`src/rtl/sprite_bus_pkg.sv`:
```
// rtl/sprite_bus_pkg.sv - shared widths, command record and writer states for the sprite register bus
package sprite_bus_pkg;

   localparam int SPRITE_ADDR_W = 5;
   localparam int SPRITE_DATA_W = 32;
   localparam int NUM_SPRITES   = 20;

   typedef struct packed {
      logic [SPRITE_ADDR_W-1:0] index;
      logic [SPRITE_DATA_W-1:0] data;
   } cmd_t;

   typedef enum logic [1:0] {
      IDLE  = 2'd0,
      ARMED = 2'd1,
      WRITE = 2'd2
   } writer_state_t;

endpackage

```
`src/rtl/sprite_reg_writer_if.sv`:
```
// rtl/sprite_reg_writer_if.sv - command stream and Avalon-MM write port of the sprite register writer
interface sprite_reg_writer_if;
   import sprite_bus_pkg::*;

   logic                     cmd_valid;
   logic                     cmd_ready;
   logic [SPRITE_ADDR_W-1:0] cmd_index;
   logic [SPRITE_DATA_W-1:0] cmd_data;

   logic [SPRITE_ADDR_W-1:0] avm_address;
   logic [SPRITE_DATA_W-1:0] avm_writedata;
   logic                     avm_write;
   logic                     avm_chipselect;
   logic                     avm_waitrequest;

   modport master (
      input  cmd_valid, cmd_index, cmd_data, avm_waitrequest,
      output cmd_ready, avm_address, avm_writedata, avm_write, avm_chipselect
   );

   modport slave (
      output cmd_valid, cmd_index, cmd_data, avm_waitrequest,
      input  cmd_ready, avm_address, avm_writedata, avm_write, avm_chipselect
   );

endinterface

```
`src/rtl/sprite_cmd_fifo.sv`:
```
// rtl/sprite_cmd_fifo.sv - synchronous command FIFO; extra pointer bit separates full from empty
module sprite_cmd_fifo
   import sprite_bus_pkg::*;
#(
   parameter int DEPTH = 4
) (
   input  logic clk,
   input  logic rst_n,
   input  logic push,
   input  cmd_t push_cmd,
   input  logic pop,
   output logic full,
   output logic empty,
   output cmd_t head
);

   localparam int AW = $clog2(DEPTH);

   cmd_t        mem [DEPTH];
   logic [AW:0] wr_ptr;
   logic [AW:0] rd_ptr;

   assign empty = (wr_ptr == rd_ptr);
   assign full  = (wr_ptr[AW] != rd_ptr[AW]) && (wr_ptr[AW-1:0] == rd_ptr[AW-1:0]);
   assign head  = mem[rd_ptr[AW-1:0]];

   always_ff @(posedge clk or negedge rst_n) begin
      if (!rst_n) begin
         wr_ptr <= '0;
         rd_ptr <= '0;
      end else begin
         if (push && !full)
            wr_ptr <= wr_ptr + (AW+1)'(1);
         if (pop && !empty)
            rd_ptr <= rd_ptr + (AW+1)'(1);
      end
   end

   always_ff @(posedge clk) begin
      if (push && !full)
         mem[wr_ptr[AW-1:0]] <= push_cmd;
   end

endmodule

```
`src/rtl/sprite_reg_writer.sv`:
```
// rtl/sprite_reg_writer.sv - buffers sprite commands and writes them to the sprite register file, optionally only in vblank
module sprite_reg_writer #(
   parameter int DEPTH       = 4,
   parameter int NUM_SPRITES = sprite_bus_pkg::NUM_SPRITES,
   parameter int CNT_W       = 16
) (
   input  logic                 clk,
   input  logic                 reset_n,
   input  logic                 gate_en,
   input  logic                 vblank,
   input  logic                 err_clr,
   sprite_reg_writer_if.master  bus,
   output logic                 busy,
   output logic                 err_index,
   output logic [CNT_W-1:0]     writes_done
);
   import sprite_bus_pkg::*;

   // Assertion is immediate through the flops' async clear; release is seen two edges later.
   logic [1:0] rst_sync;
   logic       rst_n;

   always_ff @(posedge clk or negedge reset_n) begin
      if (!reset_n)
         rst_sync <= 2'b00;
      else
         rst_sync <= {rst_sync[0], 1'b1};
   end

   assign rst_n = rst_sync[1];

   writer_state_t state, state_nxt;

   logic fifo_full, fifo_empty;
   logic accept, idx_bad, push, pop, load;
   cmd_t head, in_cmd;

   logic [SPRITE_ADDR_W-1:0] addr_q;
   logic [SPRITE_DATA_W-1:0] data_q;

   assign bus.cmd_ready = !fifo_full;
   assign accept        = bus.cmd_valid && !fifo_full;
   assign idx_bad       = int'(bus.cmd_index) >= NUM_SPRITES;
   assign push          = accept && !idx_bad;
   assign in_cmd        = '{index: bus.cmd_index, data: bus.cmd_data};

   sprite_cmd_fifo #(.DEPTH(DEPTH)) u_fifo (
      .clk      (clk),
      .rst_n    (rst_n),
      .push     (push),
      .push_cmd (in_cmd),
      .pop      (pop),
      .full     (fifo_full),
      .empty    (fifo_empty),
      .head     (head)
   );

   always_ff @(posedge clk or negedge rst_n) begin
      if (!rst_n)
         state <= IDLE;
      else
         state <= state_nxt;
   end

   // Gate inputs matter only while ARMED; a started write always runs to completion.
   always_comb begin
      state_nxt = state;
      pop       = 1'b0;
      load      = 1'b0;
      case (state)
         IDLE:    if (!fifo_empty) state_nxt = ARMED;
         ARMED:   if (!gate_en || vblank) begin
                     state_nxt = WRITE;
                     load      = 1'b1;
                  end
         WRITE:   if (!bus.avm_waitrequest) begin
                     state_nxt = IDLE;
                     pop       = 1'b1;
                  end
         default: state_nxt = IDLE;
      endcase
   end

   always_ff @(posedge clk or negedge rst_n) begin
      if (!rst_n) begin
         addr_q      <= '0;
         data_q      <= '0;
         writes_done <= '0;
         err_index   <= 1'b0;
      end else begin
         if (load) begin
            addr_q <= head.index;
            data_q <= head.data;
         end
         if (pop)
            writes_done <= writes_done + CNT_W'(1);
         if (accept && idx_bad)
            err_index <= 1'b1;
         else if (err_clr)
            err_index <= 1'b0;
      end
   end

   assign bus.avm_write      = (state == WRITE);
   assign bus.avm_chipselect = (state == WRITE);
   assign bus.avm_address    = addr_q;
   assign bus.avm_writedata  = data_q;
   assign busy               = !fifo_empty || (state != IDLE);

endmodule

```
`src/flat_wrapper.sv`:
```
// flat-port wrapper written by rule: the top's interface ports become plain ports
module sprite_reg_writer_flat import sprite_bus_pkg::*;
#(
   parameter int DEPTH       = 4,
   parameter int NUM_SPRITES = sprite_bus_pkg::NUM_SPRITES,
   parameter int CNT_W       = 16
)
  (clk, reset_n, gate_en, vblank, err_clr, busy, err_index, writes_done, bus_cmd_valid, bus_cmd_index, bus_cmd_data, bus_avm_waitrequest, bus_cmd_ready, bus_avm_address, bus_avm_writedata, bus_avm_write, bus_avm_chipselect);
  sprite_reg_writer_if bus_i ();
  input  logic clk;
  input  logic reset_n;
  input  logic gate_en;
  input  logic vblank;
  input  logic err_clr;
  output logic busy;
  output logic err_index;
  output logic [CNT_W-1:0] writes_done;
  input wire logic [$bits(bus_i.cmd_valid)-1:0] bus_cmd_valid;
  input wire logic [$bits(bus_i.cmd_index)-1:0] bus_cmd_index;
  input wire logic [$bits(bus_i.cmd_data)-1:0] bus_cmd_data;
  input wire logic [$bits(bus_i.avm_waitrequest)-1:0] bus_avm_waitrequest;
  output wire logic [$bits(bus_i.cmd_ready)-1:0] bus_cmd_ready;
  output wire logic [$bits(bus_i.avm_address)-1:0] bus_avm_address;
  output wire logic [$bits(bus_i.avm_writedata)-1:0] bus_avm_writedata;
  output wire logic [$bits(bus_i.avm_write)-1:0] bus_avm_write;
  output wire logic [$bits(bus_i.avm_chipselect)-1:0] bus_avm_chipselect;
  assign bus_i.cmd_valid = bus_cmd_valid;
  assign bus_i.cmd_index = bus_cmd_index;
  assign bus_i.cmd_data = bus_cmd_data;
  assign bus_i.avm_waitrequest = bus_avm_waitrequest;
  assign bus_cmd_ready = bus_i.cmd_ready;
  assign bus_avm_address = bus_i.avm_address;
  assign bus_avm_writedata = bus_i.avm_writedata;
  assign bus_avm_write = bus_i.avm_write;
  assign bus_avm_chipselect = bus_i.avm_chipselect;
  sprite_reg_writer #(.DEPTH(DEPTH), .NUM_SPRITES(NUM_SPRITES), .CNT_W(CNT_W)) u_core (.clk(clk), .reset_n(reset_n), .gate_en(gate_en), .vblank(vblank), .err_clr(err_clr), .bus(bus_i), .busy(busy), .err_index(err_index), .writes_done(writes_done));
endmodule
```
`config.mk`:
```
export PLATFORM = sky130hd
export DESIGN_NAME = sprite_reg_writer_flat
export DESIGN_NICKNAME = d
export VERILOG_FILES = /design/src/rtl/sprite_bus_pkg.sv /design/src/rtl/sprite_reg_writer_if.sv /design/src/rtl/sprite_cmd_fifo.sv /design/src/rtl/sprite_reg_writer.sv /design/src/flat_wrapper.sv
export SDC_FILE = /design/constraint.sdc
export NUM_CORES = 1
export LEC_CHECK = 0
export ABC_AREA = 0
export CORE_MARGIN = 2
export CORE_UTILIZATION = 50
export CTS_CLUSTER_SIZE = 12
export DETAILED_ROUTE_END_ITERATION = 8
export PLACE_DENSITY_LB_ADDON = 0.3
export SETUP_SLACK_MARGIN = 0.1
export SLEW_MARGIN = 20
export SYNTH_ARGS = -nofsm -noshare
export SYNTH_HDL_FRONTEND = slang
export SYNTH_SLANG_ARGS = --single-unit
```
`constraint.sdc`:
```
create_clock -name clk -period 1.7 [get_ports clk]
set_input_delay 0.255 -clock clk [delete_from_list [all_inputs] [get_ports clk]]
set_output_delay 0.255 -clock clk [all_outputs]
set_load 0.01 [all_outputs]
```
==> results.toml <==
[outcome]
outcome = "finished with violations"
violations = "negative setup slack"

[pwr]
p_leak_nw = 4.43
ir_drop_mv = 1.09
total_power_mw = 19.0
power.density_mw_per_mm2 = 1710

[cts]
tritoncts = "done"
clk_latency_ps = 510
root_buffer = "clkbuf_16"
ctsHtreeMaxLevel = 1
cts_buffer_depth = 3
cts.clk_slew.worst_paths_ps = 60
cts.sinks = 212
numCtsBuffers = 23

[placement]
place_congestion = 0.740
placed_area_sq_mm = 0.00958
place_inst = 713
io_buffer_count = 101
dp.final_hpwl_um = 9030
pre_cts_ws_ps = -417

[routing]
wl_per_cell_um = 21.1
wirelength_um = 16600
routed-wl-met3_um = 757
drt_iter0_drc = 242
met2RoutedLength_um = 8660
drt-pass1-iter-count = 4
wl_met1_um = 6910
drc = 0
num_vias = 4178
vias_per_cell = 5.31
drtAntennaViolNets = 0
highest_layer = "met4"

[yosys]
synth_cell_types = 36
yosysTopAreaCell = "edfxtp_1"
syn_nets = 430
netlist_area_sq_mm = 0.00805
async_reset_ff_share_pct = 30.2
synth_compound_area_share_pct = 0.420
synth_flop_cell = "edfxtp_1"
synthXorXnorAreaFrac_pct = 2.39
yosys.area_share.adder_pct = 0.933
synth.most_common_cell = "edfxtp_1"
synth_edf_count = 148
yosys_warnings = 0
syn_inst = 380
synthTopCellsByCount = "148 x edfxtp_1, 64 x dfrtp_1, 36 x mux4_2, 25 x mux2_2, 14 x xnor2_1"
synthMuxAreaShare_pct = 16.6
synth-simple-area-share_pct = 2.94
yosysSeqAreaShare_pct = 75.1
synth_top_area_share_pct = 55.2
synth_top_family_by_area = "multiplexers"
synth-seq-cells = 212
synth_area_leaders = "edfxtp_1 55%, dfrtp_1 20%, mux4_2 10%"
synth.avg_cell_area_sq_um = 21.2

[cells_and_area]
fill_cells = 983
n_antenna_cell = 0
stdcell_count = 787
design_area_sq_mm = 0.0111
syn2layout_area_growth_pct = 38.0
drive_above_1_share_pct = 33.6
multiInputGateArea_sq_mm = 0.00204
fin_nets = 604
fin_util_pct = 70.2
seq_area_sq_mm = 0.00606

[sta]
fin_crit_sh_pct = 134
max_freq_ghz = 0.438
final_max_slew_viol_count = 0
worst_slack_ps = -583
hold_violations = 0
tns_ps = -21210
finClkSkew_ps = 16.2
rsz0062_at_grt = "yes"
fin_crit_ps = 2280
hold_slack_ps = 205
final-setup-viol-count = 187

[grt]
grt_pass1_wl_um = 25200
grt_pass1_vias = 4491
grt.total_usage_pct = 20.1
grt_max_degree = 47
antenna_found_initial = 0
grt-ovfl-total = 0

[floorplan]
die-width_um = 131
io_pins = 102
start_util_pct = 50.8
num_rows = 46
die_area_sq_mm = 0.0171
coreArea_sq_mm = 0.0158
fp.dieH_um = 131

[critical_path]
critPathMaxFanout = 2
path_cells = "xor2_1, or3b_4, or3_4, buf_2"
critPathLaunch = "u_core.u_fifo.rd_ptr[0]"
worstPathRequired_ps = 1440
worst_path_max_delay_cell = "dfrtp_4"
end_kind = "primary output"
crit_path_start_kind = "register"
critical_path_buf_inv_count = 1
cpPeakStageDelay_ps = 470
crit_type = "register to primary output"
timing.rr.start = "u_core.u_fifo.rd_ptr[0]"
cp.arrival_ps = 2030
crit_family = "simple AND/OR/NAND/NOR gates"

[flow_run]
maxCapViolCount = 0

[worst_hold_path]
hold_path_class = "register to async pin"
-- repair_timing --
item	CTS	global route
endpoints found under the setup margin	245	214
resized for setup	92	37
endpoints found under the hold margin	2	0
buffers inserted	11	5
hold buffers	1	0
pin swaps	4	0
cloned	15	0
-- sequential cells by signal, summed over array words and instances, names as in the netlist --
signal                    cells
u_core.bus.avm_address        5
u_core.bus.avm_writedata     32
u_core.err_index              1
u_core.rst_sync               2
u_core.state                  2
u_core.u_fifo.mem           148
u_core.u_fifo.rd_ptr          3
u_core.u_fifo.wr_ptr          3
u_core.writes_done           16
-- cell usage in the layout, fill, tap and decap left out, types with 4 or more instances in the layout --
| cell | Yosys | routed |
|---|---|---|
| and2_4 | 0 | 4 |
| buf_12 | 2 | 12 |
| buf_16 | 0 | 9 |
| buf_4 | 3 | 26 |
| buf_6 | 2 | 4 |
| bufbuf_16 | 0 | 7 |
| clkbuf_1 | 1 | 10 |
| clkbuf_16 | 0 | 23 |
| clkdlybuf4s50_1 | 0 | 43 |
| dfrtp_1 | 64 | 59 |
| dlygate4sd2_1 | 0 | 32 |
| dlymetal6s2s_1 | 0 | 22 |
| edfxtp_1 | 148 | 148 |
| ha_1 | 6 | 5 |
| mux2_4 | 13 | 36 |
| mux4_2 | 36 | 37 |
| nand2_1 | 9 | 8 |
| nand3_1 | 4 | 4 |
| nand4_1 | 5 | 5 |
| nor2_1 | 6 | 6 |
| xnor2_1 | 14 | 13 |
| xor2_1 | 8 | 7 |
-- cell families (layout without fill, tap and decap cells) --
logic type	Yosys count	after routing
buffers and inverters	16	207
flip-flops	212	212
AO/OA/AOI/OAI	5	5
adder cells (fa/ha/maj)	6	6
multiplexers	77	77
AND/OR/NAND/NOR	41	41
XOR/XNOR	22	22
other	1	1
-- layout make-up --
class	instances	share of cell area, %
timing repair buffer	162	18.1
inverter	3	0.101
clock inverter	6	0.619
multi-input combinational	152	18.3
sequential	212	54.5
tap	216	2.43
clock buffer	36	5.89
-- path summary, 6_finish.rpt --
path | endpoint | slack (ps) | depth (start not counted)
hold / removal | u_core.bus.avm_writedata[26] | 200 | 0
setup / recovery | busy | -580 | 4
setup reg to reg | u_core.bus.avm_address[2] | -250 | 7
min in group clk | u_core.err_index | 330 | 2
hold reg to reg | u_core.bus.avm_writedata[26] | 200 | 0
max in group asynchronous | u_core.state[1] | 910 | 1
-- per-layer routing --
layer  up-vias  global-route usage [%]
met5         -                       0
met4         0                    5.07
met3        24                    3.91
met2       105                    36.3
met1      2197                    25.2
li1       1852                       -
-- report_power, final --
group	internal [mW]	switching, mW	total (mW)
logic	4.22	2.75	6.97
clock network	2.81	1.92	4.73
registers	6.74	0.547	7.29
(Power assumes the default switching activity.)
